==> src/rtl/qcore_hazard_pkg.sv <==
// Shared types for the qcore forwarding/hazard slice: result-source enum,
// scoreboard entry layout and the readiness rule for in-flight results.
package qcore_hazard_pkg;

   // Scoreboard entries store addresses zero-extended to this width, so the
   // entry layout does not depend on a per-instance parameter.
   localparam int AW_MAX = 16;

   typedef enum logic [1:0] {
      SRC_ALU  = 2'b00,
      SRC_DMEM = 2'b01,
      SRC_IMM  = 2'b11
   } src_t;

   typedef struct packed {
      logic              vld;
      logic [AW_MAX-1:0] addr;
      src_t              src;
   } sb_entry_t;

   // A DMEM result only exists from stage mem_lat on; every other source is
   // available as soon as it enters X1.
   function automatic logic is_ready(src_t src, int stage_idx, int mem_lat);
      return (src != SRC_DMEM) || (stage_idx >= mem_lat);
   endfunction

   // The reserved encoding 2'b10 behaves exactly like an ALU result.
   function automatic src_t norm_src(logic [1:0] raw);
      src_t s;
      case (raw)
         2'b01:   s = SRC_DMEM;
         2'b11:   s = SRC_IMM;
         default: s = SRC_ALU;
      endcase
      return s;
   endfunction

endpackage

==> src/rtl/qcore_fwd_scoreboard_if.sv <==
// Datapath <-> forwarding unit bundle: read ports, issue info, stage result
// buses and the forwarded operands / bubble request.
interface qcore_fwd_scoreboard_if #(
   parameter int NRD  = 3,
   parameter int DW   = 32,
   parameter int AW   = 7,
   parameter int NSTG = 4
);
   logic                     halt_i;
   logic [NRD-1:0][AW-1:0]   rs_addr_i;
   logic [NRD-1:0]           rs_vld_i;
   logic [NRD-1:0][DW-1:0]   rs_dt_i;
   logic                     iss_vld_i;
   logic                     iss_we_i;
   logic [AW-1:0]            iss_addr_i;
   logic [1:0]               iss_src_i;
   logic [NSTG-1:0][DW-1:0]  stg_dt_i;
   logic [NRD-1:0][DW-1:0]   rd_dt_o;
   logic                     bubble_o;

   modport master (
      output halt_i, rs_addr_i, rs_vld_i, rs_dt_i,
      output iss_vld_i, iss_we_i, iss_addr_i, iss_src_i, stg_dt_i,
      input  rd_dt_o, bubble_o
   );

   modport slave (
      input  halt_i, rs_addr_i, rs_vld_i, rs_dt_i,
      input  iss_vld_i, iss_we_i, iss_addr_i, iss_src_i, stg_dt_i,
      output rd_dt_o, bubble_o
   );
endinterface

==> src/rtl/qcore_fwd_mux.sv <==
// One read port: find the youngest in-flight producer of the requested
// register and either forward its stage result or request a stall.
module qcore_fwd_mux
   import qcore_hazard_pkg::*;
#(
   parameter int DW      = 32,
   parameter int AW      = 7,
   parameter int NSTG    = 4,
   parameter int MEM_LAT = 2
) (
   input  sb_entry_t [NSTG-1:0]          sb_i,
   input  logic      [AW-1:0]            rs_addr_i,
   input  logic      [DW-1:0]            rs_dt_i,
   input  logic      [NSTG-1:0][DW-1:0]  stg_dt_i,
   output logic      [DW-1:0]            next_dt_o,
   output logic                          stall_o
);

   // Walk oldest to youngest so the lowest matching stage overrides the rest.
   always_comb begin
      next_dt_o = rs_dt_i;
      stall_o   = 1'b0;
      for (int i = NSTG - 1; i >= 0; i--) begin
         if (sb_i[i].vld && (sb_i[i].addr == AW_MAX'(rs_addr_i))) begin
            if (is_ready(sb_i[i].src, i, MEM_LAT)) begin
               next_dt_o = stg_dt_i[i];
               stall_o   = 1'b0;
            end else begin
               next_dt_o = rs_dt_i;
               stall_o   = 1'b1;
            end
         end
      end
   end

endmodule

==> src/rtl/qcore_fwd_scoreboard.sv <==
// Operand forwarding and hazard unit for the qcore pipeline.
// Tracks in-flight register writes across NSTG stages after RD, forwards the
// youngest ready result to each of NRD read ports and raises a bubble when a
// needed DMEM result does not exist yet.
// Optional build macro QCORE_HAZARD_STATS_EN adds stall statistics
// (stats_clr_i, stall_cnt_o, max_run_o).
module qcore_fwd_scoreboard
   import qcore_hazard_pkg::*;
#(
   parameter int NRD     = 3,
   parameter int DW      = 32,
   parameter int AW      = 7,
   parameter int NSTG    = 4,
   parameter int MEM_LAT = 2
) (
   input  logic                 clk_i,
   input  logic                 rst_ni,
`ifdef QCORE_HAZARD_STATS_EN
   input  logic                 stats_clr_i,
   output logic [31:0]          stall_cnt_o,
   output logic [15:0]          max_run_o,
`endif
   qcore_fwd_scoreboard_if.slave bus
);

   if (MEM_LAT < 1 || MEM_LAT >= NSTG) begin : g_bad_mem_lat
      $error("qcore_fwd_scoreboard: MEM_LAT must lie in 1..NSTG-1");
   end
   if (AW > AW_MAX) begin : g_bad_aw
      $error("qcore_fwd_scoreboard: AW exceeds scoreboard address width");
   end

   sb_entry_t [NSTG-1:0]         sb_q;
   sb_entry_t                    new_entry;
   logic      [NRD-1:0][DW-1:0]  next_dt;
   logic      [NRD-1:0][DW-1:0]  rd_dt_q;
   logic      [NRD-1:0]          stall;
   logic                         bubble;

   // A bubble cycle pushes an invalid entry: the instruction stays in RD.
   assign new_entry = '{vld:  bus.iss_vld_i & bus.iss_we_i & ~bubble,
                        addr: AW_MAX'(bus.iss_addr_i),
                        src:  norm_src(bus.iss_src_i)};

   for (genvar p = 0; p < NRD; p++) begin : g_port
      qcore_fwd_mux #(
         .DW      (DW),
         .AW      (AW),
         .NSTG    (NSTG),
         .MEM_LAT (MEM_LAT)
      ) u_mux (
         .sb_i      (sb_q),
         .rs_addr_i (bus.rs_addr_i[p]),
         .rs_dt_i   (bus.rs_dt_i[p]),
         .stg_dt_i  (bus.stg_dt_i),
         .next_dt_o (next_dt[p]),
         .stall_o   (stall[p])
      );
   end

   // Only ports the instruction actually reads may hold it in RD.
   assign bubble       = |(bus.rs_vld_i & stall);
   assign bus.bubble_o = bubble;
   assign bus.rd_dt_o  = rd_dt_q;

   // Scoreboard shift: entries age one stage per advancing cycle, the one
   // leaving the last stage is owned by the register file from then on.
   always_ff @(posedge clk_i or negedge rst_ni) begin
      if (!rst_ni) begin
         sb_q <= '0;
      end else if (!bus.halt_i) begin
         sb_q <= {sb_q[NSTG-2:0], new_entry};
      end
   end

   // Registered operands, updated even in bubble cycles (consumer ignores them).
   always_ff @(posedge clk_i or negedge rst_ni) begin
      if (!rst_ni) begin
         rd_dt_q <= '0;
      end else if (!bus.halt_i) begin
         rd_dt_q <= next_dt;
      end
   end

`ifdef QCORE_HAZARD_STATS_EN
   logic [31:0] stall_cnt_q;
   logic [15:0] run_q;
   logic [15:0] max_q;
   logic [15:0] run_nxt;

   assign run_nxt     = (&run_q) ? run_q : run_q + 16'd1;
   assign stall_cnt_o = stall_cnt_q;
   assign max_run_o   = max_q;

   // Saturating stall counters; halted cycles neither count nor break a run.
   always_ff @(posedge clk_i or negedge rst_ni) begin
      if (!rst_ni) begin
         stall_cnt_q <= '0;
         run_q       <= '0;
         max_q       <= '0;
      end else if (stats_clr_i) begin
         stall_cnt_q <= '0;
         run_q       <= '0;
         max_q       <= '0;
      end else if (!bus.halt_i) begin
         if (bubble) begin
            if (!(&stall_cnt_q)) begin
               stall_cnt_q <= stall_cnt_q + 32'd1;
            end
            run_q <= run_nxt;
            if (run_nxt > max_q) begin
               max_q <= run_nxt;
            end
         end else begin
            run_q <= '0;
         end
      end
   end
`endif

endmodule
==> src/flat_wrapper.sv <==
// flat-port wrapper written by rule: the top's interface ports become plain ports
module qcore_fwd_scoreboard_flat import qcore_hazard_pkg::*;
#(
   parameter int NRD     = 3,
   parameter int DW      = 32,
   parameter int AW      = 7,
   parameter int NSTG    = 4,
   parameter int MEM_LAT = 2
)
  (clk_i, rst_ni, bus_halt_i, bus_rs_addr_i, bus_rs_vld_i, bus_rs_dt_i, bus_iss_vld_i, bus_iss_we_i, bus_iss_addr_i, bus_iss_src_i, bus_stg_dt_i, bus_rd_dt_o, bus_bubble_o);
  qcore_fwd_scoreboard_if #(.NRD(NRD), .DW(DW), .AW(AW), .NSTG(NSTG)) bus_i ();
  input  logic clk_i;
  input  logic rst_ni;
  input wire logic [$bits(bus_i.halt_i)-1:0] bus_halt_i;
  input wire logic [$bits(bus_i.rs_addr_i)-1:0] bus_rs_addr_i;
  input wire logic [$bits(bus_i.rs_vld_i)-1:0] bus_rs_vld_i;
  input wire logic [$bits(bus_i.rs_dt_i)-1:0] bus_rs_dt_i;
  input wire logic [$bits(bus_i.iss_vld_i)-1:0] bus_iss_vld_i;
  input wire logic [$bits(bus_i.iss_we_i)-1:0] bus_iss_we_i;
  input wire logic [$bits(bus_i.iss_addr_i)-1:0] bus_iss_addr_i;
  input wire logic [$bits(bus_i.iss_src_i)-1:0] bus_iss_src_i;
  input wire logic [$bits(bus_i.stg_dt_i)-1:0] bus_stg_dt_i;
  output wire logic [$bits(bus_i.rd_dt_o)-1:0] bus_rd_dt_o;
  output wire logic [$bits(bus_i.bubble_o)-1:0] bus_bubble_o;
  assign bus_i.halt_i = bus_halt_i;
  assign bus_i.rs_addr_i = bus_rs_addr_i;
  assign bus_i.rs_vld_i = bus_rs_vld_i;
  assign bus_i.rs_dt_i = bus_rs_dt_i;
  assign bus_i.iss_vld_i = bus_iss_vld_i;
  assign bus_i.iss_we_i = bus_iss_we_i;
  assign bus_i.iss_addr_i = bus_iss_addr_i;
  assign bus_i.iss_src_i = bus_iss_src_i;
  assign bus_i.stg_dt_i = bus_stg_dt_i;
  assign bus_rd_dt_o = bus_i.rd_dt_o;
  assign bus_bubble_o = bus_i.bubble_o;
  qcore_fwd_scoreboard #(.NRD(NRD), .DW(DW), .AW(AW), .NSTG(NSTG), .MEM_LAT(MEM_LAT)) u_core (.clk_i(clk_i), .rst_ni(rst_ni), .bus(bus_i));
endmodule
==> config.mk <==
export PLATFORM = sky130hd
export DESIGN_NAME = qcore_fwd_scoreboard_flat
export DESIGN_NICKNAME = d
export VERILOG_FILES = /design/src/rtl/qcore_hazard_pkg.sv /design/src/rtl/qcore_fwd_scoreboard_if.sv /design/src/rtl/qcore_fwd_mux.sv /design/src/rtl/qcore_fwd_scoreboard.sv /design/src/flat_wrapper.sv
export SDC_FILE = /design/constraint.sdc
export NUM_CORES = 1
export LEC_CHECK = 0
export CAP_MARGIN = 40
export CORE_UTILIZATION = 53
export CTS_BUF_LIST = sky130_fd_sc_hd__clkbuf_4 sky130_fd_sc_hd__clkbuf_8
export DETAILED_ROUTE_END_ITERATION = 10
export MAX_ROUTING_LAYER = met4
export PLACE_DENSITY = 0.91
export SLEW_MARGIN = 20
export SYNTH_ARGS = -nofsm -noshare
export SYNTH_HDL_FRONTEND = slang
export SYNTH_SLANG_ARGS = --single-unit
export TNS_END_PERCENT = 20
==> constraint.sdc <==
create_clock -name clk_i -period 6.7 [get_ports clk_i]
set_input_delay 1.675 -clock clk_i [delete_from_list [all_inputs] [get_ports clk_i]]
set_output_delay 1.675 -clock clk_i [all_outputs]
set_load 0.02 [all_outputs]
==> impl_metrics.toml <==
[synthesis]
synth_cell_types = 39
synth_fp_nets = 1609
syn_inst = 1347
netlist_top_cells_area = "dfrtp_1 29%, a21oi_1 12%, mux2_2 8.5%"
synth_top_area_frac = 0.293
yosys_register_bits = 132
synth_most_common_cell = "a21oi_1"
netlist_area_um2 = 11300
ys.flop_type = "dfrtp_1"
async_flop_share = 1.00
yosys.area.top_type = "dfrtp_1"
yosysSeqAreaShare = 0.293
synth.avg_cell_area_um2 = 8.36
synth.top_cells.by_count = "269 x a21oi_1, 132 x dfrtp_1, 91 x nor2_1, 91 x nor2b_1, 85 x mux2_2"
synth_warnings = 0
synth-edff-count = 0

[cts]
worstSkewPairLatency_ns = 0.46
clkTransAtPathRegs_ns = 0.09
cts_resized = 0
htreeDepth = 4
cts_tree = "done"
cts_made_buffers = 17
root_buffer = "clkbuf_8"
cts.path.max_buffers = 2
cts_hold_buffers = 0
cts_sinks = 132
cts_setup_buffers = 0

[die]
pin_count = 359
die_area_um2 = 21800
rows = 52
die_h_um = 148
die_width_um = 148
start_util = 0.548
core_region_area_um2 = 20600

[worst_setup_path]
criticalPathCategory = "in2out"
r2r_start = "u_core.sb_q[5]"
crit_arrival_ns = 4.20
crit_required_ns = 5.03
cpMaxStageDelayCell = "clkdlybuf4s50_1"
crit_start = "bus_rs_addr_i[7]"
crit_chain = "clkdlybuf4s50_1, xor2_1, nor4_4, nand4_4, mux2i_1, a222oi_1, inv_1, clkdlybuf4s50_1"
start_kind = "primary input"
cpPeakStageDelay_ns = 0.56
worst_setup_path_end_kind = "output port"
reg2reg_depth = 8
rrSetupSlack_ns = 3.49
critPathMaxFanout = 4
cp_common_cell = "clkdlybuf4s50_1"

[routing]
dr.pass1.iters = 8
wl_per_cell_um = 24.1
wl_um = 46500
final_antenna_net_count = 0
wl_met2_um = 21600
drcViolationCount = 0
vias_per_cell = 6.55
highest_layer = "met4"
wl_met3_um = 5590
vias = 12600
drtIter0Drc = 1502
wl_met1_um = 16700

[status]
outcome = "complete, no violations"

[finish]
nets = 1902
area_growth_pct = 38.5
layout-drive-gt1-share = 0.117

[placed_design]
gp_congestion = 0.938
place_ws_ns = 0.828
io_buffer_count = 358
hpwl_um = 31400

[global_route]
antenna_found_initial = 2
first_global_vias = 12600
grt_pass1_wl_um = 70000
grt.total_usage = 0.434
grt_max_degree = 98
overflow = 0

[timing]
min_period_over_period = 0.877
whs_ns = 0.515
setup-tns-final_ns = 0
finalSetupViolCount = 0
worst_slack_ns = 0.826
post-route-min-period_ns = 5.87
report.final.slew_viol_count = 0
final-hold-violation-count = 0
slew_headroom = 0.488
clock-skew-final_ns = 0.0168
fmax_ghz = 0.170
worstMarginPinSlew_ns = 0.767
rsz0062_at_grt = "no"

[run]
drv_cap = 0

[pwr]
p_leak_uw = 0.00618
vdd_drop_max_mv = 0.159
pwr_density_cell_nw_per_um2 = 186

[min_path]
holdCritPathClass = "reg2reg"
min_path_cells = 2
min_from = "u_core.bus.rd_dt_o[48]"
sequential cells by signal, summed over array words and instances, names as in the netlist:
| signal | cells |
|---|---|
| u_core.bus.rd_dt_o | 96 |
| u_core.sb_q | 36 |
final cells by class:
type / count / area [um2]
antenna: 3 / 7.51
clock buffer: 19 / 255
clock inverter: 13 / 229
fill: 1492 / 4960
inverter: 23 / 86.3
multi-input combinational: 1078 / 7440
sequential: 132 / 3300
tap: 270 / 338
timing repair buffer: 388 / 3940
layout by cell type, fill, tap and decap left out, types with 20 or more instances in the layout:
cell / count
xor2_1: 49
a21o_1: 32
a21oi_1: 269
dfrtp_1: 132
nor2b_1: 88
a221oi_2: 27
mux2i_1: 67
inv_1: 23
o31a_1: 64
mux2_2: 85
clkdlybuf4s50_1: 356
buf_4: 20
nor2_1: 87
o21ai_1: 31
o21ai_0: 34
a211oi_1: 26
xnor2_1: 35
nand2_1: 82
worst paths after layout:
check / endpoint
max: bus_bubble_o
min: u_core.bus.rd_dt_o[48]
min in group asynchronous: u_core.sb_q[63]
max reg2reg: u_core.bus.rd_dt_o[46]
min reg2reg: u_core.bus.rd_dt_o[48]
max in group asynchronous: u_core.bus.rd_dt_o[17]
power by group:
group          internal, uW  leakage [uW]  total, uW  switching (uW)
clock network           495      0.000243        855             359
logic                   508       0.00444       1040             534
registers               887       0.00150        999             112
per-stage QoR:
stage | power [uW] | utilization | instances | area [um2]
after floorplan | 1530 | - | 1347 | 11300
after global placement | 2000 | 0.725 | 1881 | 14900
after detailed placement | 2030 | 0.732 | 1889 | 15100
after CTS | 2880 | 0.756 | 1921 | 15500
after global routing | 3000 | 0.759 | 1925 | 15600
final | 2900 | 0.759 | 1926 | 15600
metal layers:
layer / up-vias / track usage
li1: 5489 / -
met1: 5827 / 0.510
met2: 1052 / 0.686
met3: 252 / 0.101
met4: 0 / 0.243
met5: - / -
critical path: cells and delay by family:
family	cells	cell delay, ns
compound gates	1	0.51
xor+xnor	1	0.22
buf+inv	3	1.18
mux	1	0.15
simple gates	2	0.47
logic make-up (layout without fill, tap and decap cells):
family,after synthesis,count (layout),synth area share
AOI/OAI and AO/OA,490,490,0.278
xor gates and xnor gates,84,84,0.0653
buffers and inverters,137,443,0.0523
DFF,132,132,0.293
muxes,152,152,0.145
other,0,3,0
and+or+nand+nor,352,352,0.166
(Power assumes the default switching activity.)
